<file path="src/rtl/z80fi_pkg.sv">
// z80fi shared definitions: default widths, register slot
// offsets inside the REGW snapshot, collector state enum.
package z80fi_pkg;

  localparam int MAXLEN_DEF = 4;
  localparam int REGW_DEF   = 208;
  localparam int RW         = 16;

  // Bit offsets of each 16-bit register in the snapshot.
  localparam int OFF_AF  = 0 * RW;
  localparam int OFF_BC  = 1 * RW;
  localparam int OFF_DE  = 2 * RW;
  localparam int OFF_HL  = 3 * RW;
  localparam int OFF_AF2 = 4 * RW;
  localparam int OFF_BC2 = 5 * RW;
  localparam int OFF_DE2 = 6 * RW;
  localparam int OFF_HL2 = 7 * RW;
  localparam int OFF_IX  = 8 * RW;
  localparam int OFF_IY  = 9 * RW;
  localparam int OFF_SP  = 10 * RW;
  localparam int OFF_IR  = 11 * RW;
  localparam int OFF_IP  = 12 * RW;

  typedef enum logic {
    IDLE    = 1'b0,
    COLLECT = 1'b1
  } col_state_e;

  function automatic logic [RW-1:0] reg_at(
    input logic [REGW_DEF-1:0] regs,
    input int                  off
  );
    return regs[off +: RW];
  endfunction

endpackage

</file>
<file path="src/rtl/z80fi_byte_buffer.sv">
// Instruction byte buffer: clear-and-load slot 0, write at count,
// saturate at MAXLEN with sticky overflow.
// Ports: i_clear opens, i_wr appends i_data; o_app_* expose the
// contents with this cycle's append applied (used for retire).
module z80fi_byte_buffer
  import z80fi_pkg::*;
#(
  parameter int MAXLEN = MAXLEN_DEF
) (
  input  logic                clk,
  input  logic                i_reset,
  input  logic                i_clear,
  input  logic                i_wr,
  input  logic [7:0]          i_data,
  output logic [8*MAXLEN-1:0] o_app_buf,
  output logic [2:0]          o_app_cnt,
  output logic                o_app_ovf
);

  logic [8*MAXLEN-1:0] r_buf;
  logic [2:0]          r_cnt;
  logic                r_ovf;

  always_comb begin
    o_app_buf = r_buf;
    o_app_cnt = r_cnt;
    o_app_ovf = r_ovf;
    if (i_wr) begin
      if (r_cnt == 3'(MAXLEN)) begin
        o_app_ovf = 1'b1;
      end else begin
        for (int k = 0; k < MAXLEN; k++) begin
          if (r_cnt == 3'(k))
            o_app_buf[8*k +: 8] = i_data;
        end
        o_app_cnt = r_cnt + 3'd1;
      end
    end
  end

  always_ff @(posedge clk) begin
    if (i_reset) begin
      r_buf <= '0;
      r_cnt <= '0;
      r_ovf <= 1'b0;
    end else if (i_clear) begin
      r_buf <= {{(8*(MAXLEN-1)){1'b0}}, i_data};
      r_cnt <= 3'd1;
      r_ovf <= 1'b0;
    end else begin
      r_buf <= o_app_buf;
      r_cnt <= o_app_cnt;
      r_ovf <= o_app_ovf;
    end
  end

endmodule

</file>
<file path="src/rtl/z80fi_insn_collector.sv">
// z80fi producer: assembles one retirement packet per instruction
// from fetch-byte and retire strobes. Outputs registered, 1-cycle.
module z80fi_insn_collector
  import z80fi_pkg::*;
#(
  parameter int REGW   = REGW_DEF,
  parameter int MAXLEN = MAXLEN_DEF
) (
  input  logic                clk,
  input  logic                reset,
  input  logic                byte_valid,
  input  logic                byte_first,
  input  logic [7:0]          byte_data,
  input  logic                insn_done,
  input  logic [REGW-1:0]     regs_now,
  output logic                z80fi_valid,
  output logic [8*MAXLEN-1:0] z80fi_insn,
  output logic [2:0]          z80fi_insn_len,
  output logic [REGW-1:0]     z80fi_regs_in,
  output logic [REGW-1:0]     z80fi_regs_out,
  output logic                z80fi_error
);

  col_state_e r_state;
  col_state_e w_state_nxt;

  logic                r_valid;
  logic                r_error;
  logic [8*MAXLEN-1:0] r_insn;
  logic [2:0]          r_len;
  logic [REGW-1:0]     r_shadow;
  logic [REGW-1:0]     r_regs_in;
  logic [REGW-1:0]     r_regs_out;

  logic                w_open;
  logic                w_cont;
  logic                w_wr;
  logic                w_retire;
  logic                w_vld_nxt;
  logic                w_err_nxt;
  logic [8*MAXLEN-1:0] w_app_buf;
  logic [2:0]          w_app_cnt;
  logic                w_app_ovf;

  assign w_open = byte_valid & byte_first;
  assign w_cont = byte_valid & ~byte_first;
  // Continuation bytes only land while an instruction is open.
  assign w_wr   = w_cont & (r_state == COLLECT);

  z80fi_byte_buffer #(
    .MAXLEN (MAXLEN)
  ) u_buf (
    .clk       (clk),
    .i_reset   (reset),
    .i_clear   (w_open),
    .i_wr      (w_wr),
    .i_data    (byte_data),
    .o_app_buf (w_app_buf),
    .o_app_cnt (w_app_cnt),
    .o_app_ovf (w_app_ovf)
  );

  always_ff @(posedge clk) begin
    if (reset) r_state <= IDLE;
    else       r_state <= w_state_nxt;
  end

  always_comb begin
    w_state_nxt = r_state;
    w_retire    = 1'b0;
    w_vld_nxt   = 1'b0;
    w_err_nxt   = 1'b0;
    unique case (r_state)
      IDLE: begin
        if (insn_done || w_cont)
          w_err_nxt = 1'b1;
        if (w_open)
          w_state_nxt = COLLECT;
      end
      COLLECT: begin
        if (insn_done) begin
          // A same-cycle first byte opens the next one.
          w_retire    = 1'b1;
          w_vld_nxt   = 1'b1;
          w_err_nxt   = w_app_ovf;
          w_state_nxt = w_open ? COLLECT : IDLE;
        end else if (w_open) begin
          w_err_nxt = 1'b1;
        end
      end
      default: w_state_nxt = IDLE;
    endcase
  end

  always_ff @(posedge clk) begin
    if (reset) begin
      r_valid    <= 1'b0;
      r_error    <= 1'b0;
      r_insn     <= '0;
      r_len      <= '0;
      r_shadow   <= '0;
      r_regs_in  <= '0;
      r_regs_out <= '0;
    end else begin
      r_valid <= w_vld_nxt;
      r_error <= w_err_nxt;
      if (w_open)
        r_shadow <= regs_now;
      if (w_retire) begin
        r_insn     <= w_app_buf;
        r_len      <= w_app_cnt;
        r_regs_in  <= r_shadow;
        r_regs_out <= regs_now;
      end
    end
  end

  assign z80fi_valid    = r_valid;
  assign z80fi_error    = r_error;
  assign z80fi_insn     = r_insn;
  assign z80fi_insn_len = r_len;
  assign z80fi_regs_in  = r_regs_in;
  assign z80fi_regs_out = r_regs_out;

endmodule

</file>
<file path="config.mk">
export PLATFORM = sky130hd
export DESIGN_NAME = z80fi_insn_collector
export DESIGN_NICKNAME = d
export VERILOG_FILES = /design/src/rtl/z80fi_pkg.sv /design/src/rtl/z80fi_byte_buffer.sv /design/src/rtl/z80fi_insn_collector.sv
export SDC_FILE = /design/constraint.sdc
export NUM_CORES = 1
export LEC_CHECK = 0
export CORE_AREA = 2 2 264 266
export CTS_BUF_LIST = sky130_fd_sc_hd__clkbuf_16
export CTS_CLUSTER_DIAMETER = 80
export DETAILED_ROUTE_END_ITERATION = 8
export DIE_AREA = 0 0 266 268
export SLEW_MARGIN = 10
export SYNTH_ARGS = -nofsm -noshare
export SYNTH_HDL_FRONTEND = slang
export SYNTH_SLANG_ARGS = --single-unit
</file>
<file path="constraint.sdc">
create_clock -name clk -period 3.1 [get_ports clk]
set_input_delay 0.31 -clock clk [delete_from_list [all_inputs] [get_ports clk]]
set_output_delay 0.31 -clock clk [all_outputs]
set_load 0.01 [all_outputs]
</file>
# == After elaboration in Yosys (flattened, before gate mapping) ==
# Cells that the tools add are included.
# classes
add_sub_neg,1
eq_ne,4
muxes,20
bitwise,5
n_reduce_logical,3
# op_table
cell,n
2-to-1 mux 32 bit,2
2-to-1 mux 8 bit,5
2-to-1 mux 1 bit,9
== test 3 x 2 -> 1 bit (second input constant),2
2-to-1 mux 3 bit,2
one-hot mux 1 bit (2 select lines),2
adder 3 x 1 -> 3 bit (second input constant),1
bitwise AND 1 bit,3
== test 3 x 1 -> 1 bit (second input constant),1
== test 3 bit (second input constant),1
zero test 3 bit,1
inverter 1 bit,2
OR reduction 2 bit,1
logical OR 1 bit,1
# word_totals
register_bits,698
in_bits,221
output_inout_bits,453
wordCells,46

# == Longest topological paths before layout ==
# logic_depth
depth_word,6
ltp_mapped,7
depth_no_buf,5

# == Hierarchy ==
# From an unflattened synthesis, not the netlist that was laid out.
# hier_totals
cells_unflattened,3042
area_unflattened_um2,24832.6
# modules_own_cells
mod,instances,cells_per_inst,area_per_inst_um2,seq_area_each_um2
z80fi_insn_collector,1,2873,23065.9,13252.7
z80fi_byte_buffer,1,169,1766.7,720.7

# == Least setup slack after synthesis ==
# Ideal clock, no wire load.
# synth_timing
path_type,reg-to-reg
from,reg u_buf.r_cnt[0]
to,"reg r_insn[0], in the netlist z80fi_insn[0]"
setup_ns,0.144
arrival_ns,1.309
required_ns,2.956
slack_ns,1.647
stages_incl_launch_ff,7
n_path_buf,1
synth_period_minus_slack_ns,1.453
path_cell_list,dfxtp_1 inv_1 ha_1 nor2b_1 buf_2 a211oi_1 a2111oi_2
# synth_via
elab_chain_len,4
elab_cells_between_ends,5
cone_classes,eq/ne (1); mux (3); reduce/logical (1)
# synth_lines
item,line,rtl
from (decl),z80fi_byte_buffer.sv:21,logic [2:0] r_cnt;
from (signal assigned),z80fi_byte_buffer.sv:52,r_cnt <= o_app_cnt;
zero test 3 bit,z80fi_byte_buffer.sv:33,if (r_cnt == 3'(k))
2-to-1 mux 8 bit,z80fi_byte_buffer.sv:33,
2-to-1 mux 32 bit *,z80fi_byte_buffer.sv:29,if (r_cnt == 3'(MAXLEN)) begin
2-to-1 mux 32 bit *,z80fi_byte_buffer.sv:28,if (i_wr) begin
to (signal assigned),z80fi_insn_collector.sv:110,r_insn <= w_app_buf;
to (decl),z80fi_insn_collector.sv:29,logic [8*MAXLEN-1:0] r_insn;
# Every way passes the cells marked *; elsewhere a longest branch is shown, timed or not.
# A chain may end at the register's enable or synchronous reset.

# == Worst setup path after layout ==
# layout_timing
from,reg u_buf.r_cnt[0]
to,"reg r_insn[3], in the netlist z80fi_insn[3]"
# Same word-level chain as after synthesis.

==> flow_summary.ini <==
[clock_network]
postCtsSetupRepairBufs = 0
post_cts_resized = 0
path_clk_slew_ns = 0.06
cts_hold_buffers = 0
cts_buffer_depth = 3
cts.root.buffer_cell = clkbuf_16
cts_buffers = 77
clock_latency_ns = 0.61
cts_tree = built
clock_sinks = 698
htreeDepth = 3

[synthesis]
ys_ff_latch = 698
synth_area_sq_mm = 0.02467
yosys.area.top_type = dfxtp_1
ys.flop_type = dfxtp_1
synth-warning-count = 0
syn_nets = 3271
synth.area.top_cells = dfxtp_1 (57%), nand2_1 (19%), a21oi_1 (13%)
syn_inst = 3045
synth_cell_types = 34
synthDominantCellAreaShare_pct = 56.64
yosysSeqAreaShare_pct = 56.64
async_flop_share_pct = 0
avgSynthCellArea_sq_um = 8.103
synth_edf_count = 0

[routing]
routedWlPerCell_um = 19.26
drtAntennaViolNets = 0
totalWireLength_mm = 87.55
drt_iter0_drc = 1740
drc_errors = 0
vias_per_cell = 4.882
vias = 22190
dr.pass1.iters = 5

[critical_path]
cp_slowest_cell = nor2b_1
critPathMaxFanout = 8
critPathArrivalTime_ns = 2.51
crit_required_ns = 3.58
cpPeakStageDelay_ns = 0.57
cp_cell_sequence = inv_1 > ha_1 > nor2b_1 > a211oi_1 > a2111oi_2
start_kind = flip-flop
end_kind = flip-flop
worstSetupPathType = flip-flop to flip-flop

[floorplan]
die_width_um = 266
ios = 674
rows = 96
dieArea_sq_mm = 0.07129
core_area_sq_mm = 0.06823
initial_core_util_pct = 36.16
die_h_um = 268

[finish]
area_growth_pct = 37.83
layout_common_cells = nand2_1 (1266), dfxtp_1 (698), clkdlybuf4s50_1 (672), a21oi_1 (652), clkbuf_16 (80)
drive_gt1_share_pct = 4.154
final_area_sq_mm = 0.03401
mostFrequentLayoutCell = nand2_1
fillCellCount = 6672
nets = 3825

[timing]
setup_viol = 0
fmax_mhz = 492.2
worst_slew_pin_slew_ns = 0.9661
relSlewSlack_pct = 35.59
fin_crit_sh_pct = 65.54
period_needed_ns = 2.032
fin_skew_ns = 0.02428
slew_viol_final = 0
tns_ns = 0
rsz0062_at_grt = no
finalHoldViolCount = 0

[placed_design]
dpl_cell_area_sq_mm = 0.03163
hpwl_mm = 60.02
port_buffers = 673
gp_congestion = 0.8508

[job]
drv_cap = 0

[global_routing]
gr-usage-all-layers_pct = 23.33
grt_pass1_wl_mm = 128.8
antenna_found_initial = 5
grt_start_max_net_pins = 170
grt_pass1_vias = 20370
overflow = 0

[power]
peakVddDrop_v = 0.0004088
p_leak_nw = 11.58
p_per_area_mw_per_mm2 = 573.0

[min_path]
hold_path.class = primary input to flip-flop

[run_status]
status = completed
==> synthesized netlist by cell type, drive strengths merged, types with 7 or more instances <==
| cell type | n |
|---|---|
| buf | 159 |
| nor2 | 23 |
| dfxtp | 698 |
| a2111oi | 7 |
| o21ai | 49 |
| a31oi | 23 |
| clkbuf | 80 |
| nand2 | 1268 |
| nand3 | 25 |
| a211oi | 9 |
| mux2i | 9 |
| a21oi | 652 |
==> through the flow <==
step / setup WS (ns) / hold WS [ns] / total power, mW / instances / utilization, %
after floorplan: 1.647 / 0.4321 / 10.23 / 3045 / -
after global placement: 0.8410 / 0.4383 / 11.02 / 4402 / 46.37
after detailed placement: 0.8407 / 0.4421 / 11.03 / 4402 / 46.37
after CTS: 1.067 / 0.04243 / 19.71 / 4541 / 49.83
after global routing: 0.8402 / 0.06113 / 20.20 / 4545 / 49.84
final: 1.068 / 0.06991 / 19.49 / 4545 / 49.84
==> final cells by class <==
class	count	area [sq um]	share of cell area (%)
Multi-Input combinational cell	2104	9230	27.14
Clock inverter	59	359.1	1.056
Sequential cell	698	13970	41.09
Tap cell	882	1104	3.245
Timing Repair Buffer	714	7312	21.50
Clock buffer	80	2002	5.887
Inverter	4	15.01	0.04415
Antenna cell	4	10.01	0.02944
==> worst paths after layout <==
check                      start  depth (start not counted)  slack (ns)                 to
setup / recovery  u_buf.r_cnt[0]                          5        1.07      z80fi_insn[3]
hold / removal             reset                          2        0.07  z80fi_regs_in[35]
setup reg to reg  u_buf.r_cnt[0]                          5        1.07      z80fi_insn[3]
hold reg to reg      r_shadow[2]                          2        0.43   z80fi_regs_in[2]
==> worst max-delay path, delay by kind of cell (launching register included) <==
family	cells	cell delay [ns]
adders and majority gates	1	0.31
AOI/OAI and AO/OA	2	0.58
and+or+nand+nor	1	0.57
buffers and inverters	1	0.11
DFF	1	0.33
==> state kept, by name, summed over array words and instances, names as in the netlist <==
| name | cells |
|---|---|
| z80fi_valid | 1 |
| u_buf.r_cnt | 3 |
| z80fi_insn_len | 3 |
| u_buf.r_ovf | 1 |
| z80fi_regs_in | 208 |
| r_state | 1 |
| z80fi_insn | 32 |
| z80fi_regs_out | 208 |
| z80fi_error | 1 |
| r_shadow | 208 |
| u_buf.r_buf | 32 |
==> power by group <==
| group | internal, mW | switching, mW |
|---|---|---|
| Combinational | 0.654 | 0.834 |
| Clock | 4.92 | 3.74 |
| Sequential | 9.22 | 0.125 |
| Total | 14.8 | 4.70 |
==> cell families (layout without fill, tap and decap cells) <==
family,Yosys count,after routing,synth area share [%]
AO/OA/AOI/OAI,748,748,15.80
adder cells (fa/ha/maj),5,5,0.2536
buffers and inverters,243,857,6.060
flip-flops,698,698,56.64
multiplexers,9,9,0.3651
other,0,4,0
AND/OR/NAND/NOR,1342,1342,20.88
==> layer usage <==
layer	share of wire, %	global-route usage (%)	wire length [um]	vias to the layer above
met5	0.015	0	13	-
met4	2.7	8.078	2374	2
met3	5.5	5.186	4854	123
met2	51	41.37	44640	567
met1	41	27.80	35670	10490
li1	-	-	-	11010
Note: power is estimated with default switching activity, not from simulation.
